**src/rtl/cordic_arb_pkg.sv**
```systemverilog
// Shared types and helpers for the CORDIC arbiter slice.
//   arb_state_e : arbiter FSM states (IDLE, RUN, DRAIN)
//   MODE_ROT/VEC: values driven on the core's global mode input
//   id_width()  : bit width of a requester id for a given requester count
package cordic_arb_pkg;

    typedef enum logic [1:0] {
        IDLE  = 2'd0,
        RUN   = 2'd1,
        DRAIN = 2'd2
    } arb_state_e;

    localparam logic MODE_ROT = 1'b0;
    localparam logic MODE_VEC = 1'b1;

    function automatic int id_width(input int n);
        return (n > 1) ? $clog2(n) : 1;
    endfunction

endpackage

```
**src/rtl/cordic_tag_pipe.sv**
```systemverilog
// Tag pipeline that travels alongside the CORDIC core so each result can be
// routed back to the requester that issued it.
// Stage 0 is loaded on the same edge as the core's input registers; stage
// LATENCY therefore lines up with the core's output.
// Ports:
//   clk, rst_n          : clock, synchronous active-low reset (clears valids)
//   in_vld_i, in_id_i   : tag entering with an issued operation
//   out_vld_o, out_id_o : tag aligned with the core output
module cordic_tag_pipe
    import cordic_arb_pkg::*;
#(
    parameter int LATENCY = 16,
    parameter int IDW     = 1
) (
    input  logic           clk,
    input  logic           rst_n,
    input  logic           in_vld_i,
    input  logic [IDW-1:0] in_id_i,
    output logic           out_vld_o,
    output logic [IDW-1:0] out_id_o
);

    logic [LATENCY:0] vld_q;
    logic [IDW-1:0]   id_q [0:LATENCY];

    always_ff @(posedge clk) begin
        if (!rst_n) begin
            vld_q <= '0;
        end else begin
            vld_q <= {vld_q[LATENCY-1:0], in_vld_i};
        end
    end

    // Ids carry no reset: they are only looked at when the matching valid is set.
    always_ff @(posedge clk) begin
        id_q[0] <= in_id_i;
        for (int i = 1; i <= LATENCY; i++) begin
            id_q[i] <= id_q[i-1];
        end
    end

    assign out_vld_o = vld_q[LATENCY];
    assign out_id_o  = id_q[LATENCY];

endmodule

```
**src/rtl/cordic_arbiter.sv**
```systemverilog
// Shares one pipelined CORDIC core between NREQ requesters.
// Requests are arbitrated (round-robin by default), issued into registered
// core inputs, tagged with the requester id and the returning core output is
// registered and strobed to the owning requester. The core mode input is
// global, so a mode change waits until the core pipeline has drained.
// Build option: define CORDIC_ARB_FIXED_PRIO_EN for fixed priority
// (requester 0 highest) instead of round-robin.
// Ports:
//   clk, rst_n              : clock, synchronous active-low reset
//   req_valid/ready/mode    : per-requester handshake and requested mode
//   req_x/y/z               : packed operands, requester i at [i*W +: W]
//   cor_x/y/z, cor_mode     : registered drive to the core inputs
//   cor_xo/yo/zo            : core outputs
//   res_valid, res_x/y/z    : one-cycle result strobe per requester + data
//   inflight, busy          : outstanding operations / activity status
module cordic_arbiter
    import cordic_arb_pkg::*;
#(
    parameter int W       = 16,
    parameter int NREQ    = 2,
    parameter int LATENCY = 16
) (
    input  logic                          clk,
    input  logic                          rst_n,
    input  logic [NREQ-1:0]               req_valid,
    output logic [NREQ-1:0]               req_ready,
    input  logic [NREQ-1:0]               req_mode,
    input  logic [NREQ*W-1:0]             req_x,
    input  logic [NREQ*W-1:0]             req_y,
    input  logic [NREQ*W-1:0]             req_z,
    output logic signed [W-1:0]           cor_x,
    output logic signed [W-1:0]           cor_y,
    output logic signed [W-1:0]           cor_z,
    output logic                          cor_mode,
    input  logic signed [W-1:0]           cor_xo,
    input  logic signed [W-1:0]           cor_yo,
    input  logic signed [W-1:0]           cor_zo,
    output logic [NREQ-1:0]               res_valid,
    output logic signed [W-1:0]           res_x,
    output logic signed [W-1:0]           res_y,
    output logic signed [W-1:0]           res_z,
    output logic [$clog2(LATENCY+2)-1:0]  inflight,
    output logic                          busy
);

    localparam int IDW = id_width(NREQ);
    localparam int IFW = $clog2(LATENCY + 2);

    arb_state_e          state_q, state_d;
    logic                mode_q, mode_d;
    logic [IDW-1:0]      tgt_q, tgt_d;
    logic [IFW-1:0]      inflight_q, inflight_d;
    logic                cand_vld;
    logic [IDW-1:0]      cand_id;
    logic                grant;
    logic [IDW-1:0]      gnt_id;
    logic signed [W-1:0] op_x [NREQ];
    logic signed [W-1:0] op_y [NREQ];
    logic signed [W-1:0] op_z [NREQ];
    logic signed [W-1:0] cor_x_q, cor_y_q, cor_z_q;
    logic signed [W-1:0] res_x_q, res_y_q, res_z_q;
    logic [NREQ-1:0]     res_valid_q, res_valid_d;
    logic                tag_vld;
    logic [IDW-1:0]      tag_id;

    always_comb begin
        for (int i = 0; i < NREQ; i++) begin
            op_x[i] = req_x[i*W +: W];
            op_y[i] = req_y[i*W +: W];
            op_z[i] = req_z[i*W +: W];
        end
    end

`ifdef CORDIC_ARB_FIXED_PRIO_EN
    // Lowest index wins: scan from the top so the last hit is the smallest.
    always_comb begin
        cand_vld = 1'b0;
        cand_id  = '0;
        for (int k = NREQ - 1; k >= 0; k--) begin
            if (req_valid[k]) begin
                cand_vld = 1'b1;
                cand_id  = IDW'(k);
            end
        end
    end
`else
    logic [IDW-1:0] rr_q, rr_d;
    logic [IDW-1:0] scan_id;

    // Scan offsets from far to near so the requester closest to rr_q wins.
    always_comb begin
        cand_vld = 1'b0;
        cand_id  = '0;
        scan_id  = '0;
        for (int k = NREQ - 1; k >= 0; k--) begin
            scan_id = IDW'((int'(rr_q) + k) % NREQ);
            if (req_valid[scan_id]) begin
                cand_vld = 1'b1;
                cand_id  = scan_id;
            end
        end
    end

    assign rr_d = grant ? IDW'((int'(gnt_id) + 1) % NREQ) : rr_q;
`endif

    always_comb begin
        state_d = state_q;
        mode_d  = mode_q;
        tgt_d   = tgt_q;
        grant   = 1'b0;
        gnt_id  = cand_id;
        case (state_q)
            IDLE: begin
                if (cand_vld) begin
                    grant   = 1'b1;
                    mode_d  = req_mode[cand_id];
                    state_d = RUN;
                end
            end
            RUN: begin
                if (cand_vld) begin
                    if (req_mode[cand_id] == mode_q) begin
                        grant = 1'b1;
                    end else begin
                        tgt_d   = cand_id;
                        state_d = DRAIN;
                    end
                end else if (inflight_q == '0) begin
                    state_d = IDLE;
                end
            end
            DRAIN: begin
                // The latched target is served first even if others are waiting.
                if (inflight_q == '0) begin
                    if (req_valid[tgt_q]) begin
                        grant   = 1'b1;
                        gnt_id  = tgt_q;
                        mode_d  = req_mode[tgt_q];
                        state_d = RUN;
                    end else begin
                        state_d = IDLE;
                    end
                end
            end
            default: state_d = IDLE;
        endcase
        // No handshake may complete on a reset edge.
        if (!rst_n) begin
            grant = 1'b0;
        end
    end

    always_comb begin
        req_ready = '0;
        if (grant) begin
            req_ready[gnt_id] = 1'b1;
        end
        res_valid_d = '0;
        if (tag_vld) begin
            res_valid_d[tag_id] = 1'b1;
        end
    end

    assign inflight_d = inflight_q + IFW'(grant) - IFW'(tag_vld);

    always_ff @(posedge clk) begin
        if (!rst_n) begin
            state_q     <= IDLE;
            mode_q      <= MODE_ROT;
            tgt_q       <= '0;
            inflight_q  <= '0;
            res_valid_q <= '0;
`ifndef CORDIC_ARB_FIXED_PRIO_EN
            rr_q        <= '0;
`endif
        end else begin
            state_q     <= state_d;
            mode_q      <= mode_d;
            tgt_q       <= tgt_d;
            inflight_q  <= inflight_d;
            res_valid_q <= res_valid_d;
`ifndef CORDIC_ARB_FIXED_PRIO_EN
            rr_q        <= rr_d;
`endif
        end
    end

    // Issue stage: core input registers, held when nothing is granted.
    always_ff @(posedge clk) begin
        if (!rst_n) begin
            cor_x_q <= '0;
            cor_y_q <= '0;
            cor_z_q <= '0;
        end else if (grant) begin
            cor_x_q <= op_x[gnt_id];
            cor_y_q <= op_y[gnt_id];
            cor_z_q <= op_z[gnt_id];
        end
    end

    cordic_tag_pipe #(
        .LATENCY (LATENCY),
        .IDW     (IDW)
    ) u_tag_pipe (
        .clk       (clk),
        .rst_n     (rst_n),
        .in_vld_i  (grant),
        .in_id_i   (gnt_id),
        .out_vld_o (tag_vld),
        .out_id_o  (tag_id)
    );

    // Result stage: capture core output when its tag is live, else hold.
    always_ff @(posedge clk) begin
        if (tag_vld) begin
            res_x_q <= cor_xo;
            res_y_q <= cor_yo;
            res_z_q <= cor_zo;
        end
    end

    assign cor_x     = cor_x_q;
    assign cor_y     = cor_y_q;
    assign cor_z     = cor_z_q;
    assign cor_mode  = mode_q;
    assign res_valid = res_valid_q;
    assign res_x     = res_x_q;
    assign res_y     = res_y_q;
    assign res_z     = res_z_q;
    assign inflight  = inflight_q;
    assign busy      = (inflight_q != '0) || (state_q != IDLE);

endmodule

```
**config.mk**
```make
export PLATFORM = sky130hd
export DESIGN_NAME = cordic_arbiter
export DESIGN_NICKNAME = d
export VERILOG_FILES = /design/src/rtl/cordic_arb_pkg.sv /design/src/rtl/cordic_tag_pipe.sv /design/src/rtl/cordic_arbiter.sv
export SDC_FILE = /design/constraint.sdc
export NUM_CORES = 1
export LEC_CHECK = 0
export CAP_MARGIN = 10
export CORE_MARGIN = 2
export CORE_UTILIZATION = 43
export DETAILED_ROUTE_END_ITERATION = 10
export PLACE_DENSITY = 0.84
export SKIP_LAST_GASP = 1
export SYNTH_ARGS = -nofsm -noshare
export SYNTH_HDL_FRONTEND = slang
export SYNTH_HIERARCHICAL = 1
export SYNTH_SLANG_ARGS = --single-unit
export TNS_END_PERCENT = 5
```
**constraint.sdc**
```tcl
create_clock -name clk -period 4.88 [get_ports clk]
set_input_delay 0.732 -clock clk [delete_from_list [all_inputs] [get_ports clk]]
set_output_delay 0.732 -clock clk [all_outputs]
set_load 0.02 [all_outputs]
```
==> impl_metrics.prom <==
# TYPE chip_impl_metric gauge
chip_impl_metric{name="share_of_synthesized_registers_carrying_an_async_set_or_reset",unit="%"} 0
chip_impl_metric{name="synth_enable_flop_cells",unit=""} 48
chip_impl_metric{name="cap_viol_max_count",unit=""} 0
chip_impl_info{name="rr_startpoint",value="cor_mode"} 1
chip_impl_info{name="outcome",value="complete, no violations"} 1
chip_impl_metric{name="drt-pass1-iter-count",unit=""} 4
chip_impl_metric{name="area_growth_syn_to_layout",unit="%"} 62.4
chip_impl_metric{name="power.ir.vdd_worst",unit="V"} 0.000240
chip_impl_metric{name="cts_buffer_depth",unit=""} 2
chip_impl_metric{name="core.rowCount",unit=""} 40
chip_impl_info{name="synth.top_cells.by_area",value="sky130_fd_sc_hd__dfxtp_1 36%, sky130_fd_sc_hd__edfxtp_1 28%, sky130_fd_sc_hd__mux2i_1 19%, sky130_fd_sc_hd__nand2_1 3.9%, sky130_fd_sc_hd__and2_2 1.9%"} 1
chip_impl_metric{name="remaining_drc_errors",unit=""} 0
chip_impl_metric{name="final_max_slew_viol_count",unit=""} 0
chip_impl_metric{name="worst-slew-pin-transition",unit="ns"} 0.789
chip_impl_metric{name="cp_max_fo",unit=""} 14
chip_impl_metric{name="floorplan.die.width",unit="um"} 114
chip_impl_metric{name="finalHoldViolCount",unit=""} 0
chip_impl_metric{name="place.port_buffers",unit=""} 256
chip_impl_info{name="root_buffer",value="sky130_fd_sc_hd__clkbuf_16"} 1
chip_impl_metric{name="cts_hold_buffers",unit=""} 0
chip_impl_metric{name="setup-violations-final",unit=""} 0
chip_impl_metric{name="vias",unit=""} 3940
chip_impl_metric{name="yosys.cell_types.count",unit=""} 36
chip_impl_metric{name="worstSkewPairLatency",unit="ns"} 0.41
chip_impl_metric{name="first_global_vias",unit=""} 3942
chip_impl_metric{name="final_min_period_over_clock_period",unit="%"} 78.7
chip_impl_metric{name="gp_congestion",unit=""} 0.805
chip_impl_metric{name="dieArea",unit="mm2"} 0.0131
chip_impl_info{name="grt_setup_unrepaired",value="false"} 1
chip_impl_metric{name="dpl.hpwl",unit="mm"} 9.61
chip_impl_info{name="critPathSlowestCell",value="sky130_fd_sc_hd__clkdlybuf4s50_1"} 1
chip_impl_metric{name="final_core_utilization",unit="%"} 71.1
chip_impl_metric{name="i_o_pin_count",unit=""} 257
chip_impl_metric{name="synth_sequential_area_ratio",unit="%"} 63.4
chip_impl_metric{name="grt_start_max_net_pins",unit=""} 73
chip_impl_metric{name="postSynthAreaPerCell",unit="um2"} 13.2
chip_impl_metric{name="count_of_clock_tree_sinks",unit=""} 142
chip_impl_metric{name="r2r_slack",unit="ns"} 1.63
chip_impl_info{name="hp-start",value="u_tag_pipe/id_q[11]"} 1
chip_impl_metric{name="worst_ep_required_time",unit="ns"} 4.15
chip_impl_metric{name="syn_inst",unit=""} 396
chip_impl_info{name="grt-busiest-layer",value="met2"} 1
chip_impl_metric{name="report.power.total",unit="mW"} 3.52
chip_impl_info{name="critical_path.startpoint_type",value="primary input"} 1
chip_impl_info{name="regToRegEndpoint",value="inflight[4]"} 1
chip_impl_metric{name="worstHoldPathCells",unit=""} 0
chip_impl_metric{name="antenna_cells",unit=""} 0
chip_impl_metric{name="htree_levels",unit=""} 4
chip_impl_metric{name="clock-skew-final",unit="ns"} 0.00627
chip_impl_metric{name="slew_margin_rel",unit="%"} 47.4
chip_impl_metric{name="globalRouteMet2Util",unit="%"} 36.4
chip_impl_info{name="setup.worst_path.class",value="in2out"} 1
chip_impl_metric{name="post_cts_resize_count",unit=""} 0
chip_impl_metric{name="p_leak",unit="nW"} 3.47
chip_impl_metric{name="tns",unit="ns"} 0
chip_impl_metric{name="grt_usage",unit="%"} 19.7
chip_impl_metric{name="global_route.usage.met1",unit="%"} 19.9
chip_impl_metric{name="worstPathArrival",unit="ns"} 3.11
chip_impl_metric{name="finalCriticalPeriod",unit="ns"} 3.84
chip_impl_metric{name="reg2reg_depth",unit=""} 12
chip_impl_info{name="hold_path_class",value="reg2reg"} 1
chip_impl_metric{name="start_util",unit="%"} 43.8
chip_impl_metric{name="mappedNetlistNets",unit=""} 553
chip_impl_metric{name="grt.met3_usage",unit="%"} 7.52
chip_impl_info{name="timing.critical_path.mode_cell",value="sky130_fd_sc_hd__clkdlybuf4s50_1"} 1
chip_impl_info{name="synth_flop_cell",value="sky130_fd_sc_hd__dfxtp_1"} 1
chip_impl_metric{name="path_clk_slew",unit="ns"} 0.05
chip_impl_info{name="synth_top_area_cell",value="sky130_fd_sc_hd__dfxtp_1"} 1
chip_impl_metric{name="drtIter0Drc",unit=""} 254
chip_impl_info{name="path_cells",value="clkdlybuf4s50_1 -> nand2b_1 -> o211a_1 -> nor4_1 -> o21ai_4 -> nor2b_1 -> clkdlybuf4s50_1"} 1
chip_impl_metric{name="slowest_delay",unit="ns"} 0.65
chip_impl_metric{name="detail-route-antenna-nets",unit=""} 0
chip_impl_metric{name="yosys_register_bits",unit=""} 142
chip_impl_info{name="cts_tree",value="built"} 1
chip_impl_metric{name="design.final.nets",unit=""} 814
chip_impl_metric{name="p_per_area",unit="mW/mm2"} 413
chip_impl_metric{name="grt_overflow",unit=""} 0
chip_impl_metric{name="cts-buffers-inserted",unit=""} 17
chip_impl_metric{name="grt_first_pass_wirelength",unit="mm"} 19.5
chip_impl_metric{name="drive_gt1_share",unit="%"} 8.06
chip_impl_metric{name="antenna_found_initial",unit=""} 0
chip_impl_metric{name="postCtsSetupBuffers",unit=""} 0
chip_impl_info{name="worst_setup_path_end_kind",value="primary output"} 1
chip_impl_metric{name="route.final.wire_length",unit="mm"} 12.8
chip_impl_metric{name="yosysWarningCount",unit=""} 6
chip_impl_metric{name="vias_per_cell",unit=""} 4.82
chip_impl_metric{name="netlist.area_leader.share",unit="%"} 35.9
chip_impl_metric{name="fmax",unit="MHz"} 261
chip_impl_metric{name="wire_per_inst",unit="um"} 15.7
chip_impl_info{name="leading_cell_type_by_number_of_instances_after_synthesis",value="sky130_fd_sc_hd__mux2i_1"} 1
chip_impl_metric{name="synth.cell_area",unit="mm2"} 0.00524
chip_impl_metric{name="design.core.area",unit="mm2"} 0.0120
chip_impl_metric{name="die_height",unit="um"} 114
chip_impl_info{name="synthTopCellsByCount",value="98 x sky130_fd_sc_hd__mux2i_1, 94 x sky130_fd_sc_hd__dfxtp_1, 55 x sky130_fd_sc_hd__nand2_1"} 1
chip_impl_info{name="min_delay_worst_endpoint",value="u_tag_pipe/id_q[12]"} 1
-- metrics by stage --
| stage | hold WS [ns] | instances | worst slack [ns] | area [um2] |
|---|---|---|---|---|
| global placement | 0.310 | 785 | 0.996 | 7890 |
| finish | 0.325 | 817 | 1.04 | 8510 |
| global route | 0.327 | 817 | 0.861 | 8510 |
| detailed placement | 0.312 | 785 | 0.814 | 7890 |
| floorplan | 0.310 | 396 | 1.59 | 5240 |
| CTS | 0.325 | 817 | 1.03 | 8510 |
-- metal layers --
| layer | routed length (um) | vias to the layer above |
|---|---|---|
| met5 | 0 | - |
| met4 | 204 | 0 |
| met3 | 1270 | 14 |
| met2 | 6780 | 198 |
| met1 | 4560 | 1827 |
| li1 | - | 1901 |
-- where the power goes --
group	total, mW	internal, mW	switching, mW
clock network	1.33	0.854	0.472
logic	0.783	0.421	0.362
registers	1.41	1.34	0.0670
-- placed cells by master, fill, tap and decap left out, types with 3 or more instances in the layout --
| cell type | n |
|---|---|
| sky130_fd_sc_hd__o21ai_0 | 6 |
| sky130_fd_sc_hd__buf_4 | 4 |
| sky130_fd_sc_hd__ha_1 | 6 |
| sky130_fd_sc_hd__edfxtp_1 | 48 |
| sky130_fd_sc_hd__and2_2 | 13 |
| sky130_fd_sc_hd__clkinvlp_4 | 6 |
| sky130_fd_sc_hd__mux2i_1 | 98 |
| sky130_fd_sc_hd__dfxtp_1 | 93 |
| sky130_fd_sc_hd__a21oi_1 | 5 |
| sky130_fd_sc_hd__clkbuf_16 | 17 |
| sky130_fd_sc_hd__nor2_1 | 8 |
| sky130_fd_sc_hd__inv_1 | 8 |
| sky130_fd_sc_hd__bufinv_16 | 4 |
| sky130_fd_sc_hd__nor2b_1 | 3 |
| sky130_fd_sc_hd__nand2b_1 | 3 |
| sky130_fd_sc_hd__and2_1 | 6 |
| sky130_fd_sc_hd__and2b_1 | 3 |
| sky130_fd_sc_hd__clkdlybuf4s50_1 | 255 |
| sky130_fd_sc_hd__nand2_1 | 55 |
-- cell type report --
type	count	area [um2]
Clock buffer	18	429
Clock inverter	14	193
Fill cell	867	3450
Inverter	8	30.0
Multi-Input combinational cell	228	1760
Sequential cell	142	3320
Tap cell	147	184
Timing Repair Buffer	260	2590
-- cell families after synthesis --
group | share of synthesized area, %
AO/OA/AOI/OAI | 2.25
XOR/XNOR | 0.502
adder cells (fa/ha/maj) | 1.82
buffers and inverters | 3.15
flip-flops | 63.4
multiplexers | 19.4
AND/OR/NAND/NOR | 9.48
-- critical path: cells and delay by family --
family | cells | cell delay (ns)
buffers and inverters | 2 | 1.21
AO/OA/AOI/OAI | 2 | 0.41
AND/OR/NAND/NOR | 3 | 0.75
-- flip-flops by register name, indices dropped and copies added, names as in the netlist, 16 cells and up --
signal	cells
cor_x	16
cor_y	16
cor_z	16
res_x	16
res_y	16
res_z	16
u_tag_pipe/id_q	17
u_tag_pipe/vld_q	17
-- how the worst max path moves through the flow --
stage                             from            to  slack, ns  cells past startpoint
final                     req_valid[0]  req_ready[1]       1.04                      7
after global routing      req_valid[0]  req_ready[1]       0.86                      7
after CTS                 req_valid[1]  req_ready[1]       1.03                      6
after detailed placement  req_valid[1]   inflight[4]       0.81                     12
after global placement     req_mode[1]   inflight[4]        1.0                     13
after floorplan            req_mode[1]   inflight[4]       1.59                     14
(Power assumes the default switching activity.)
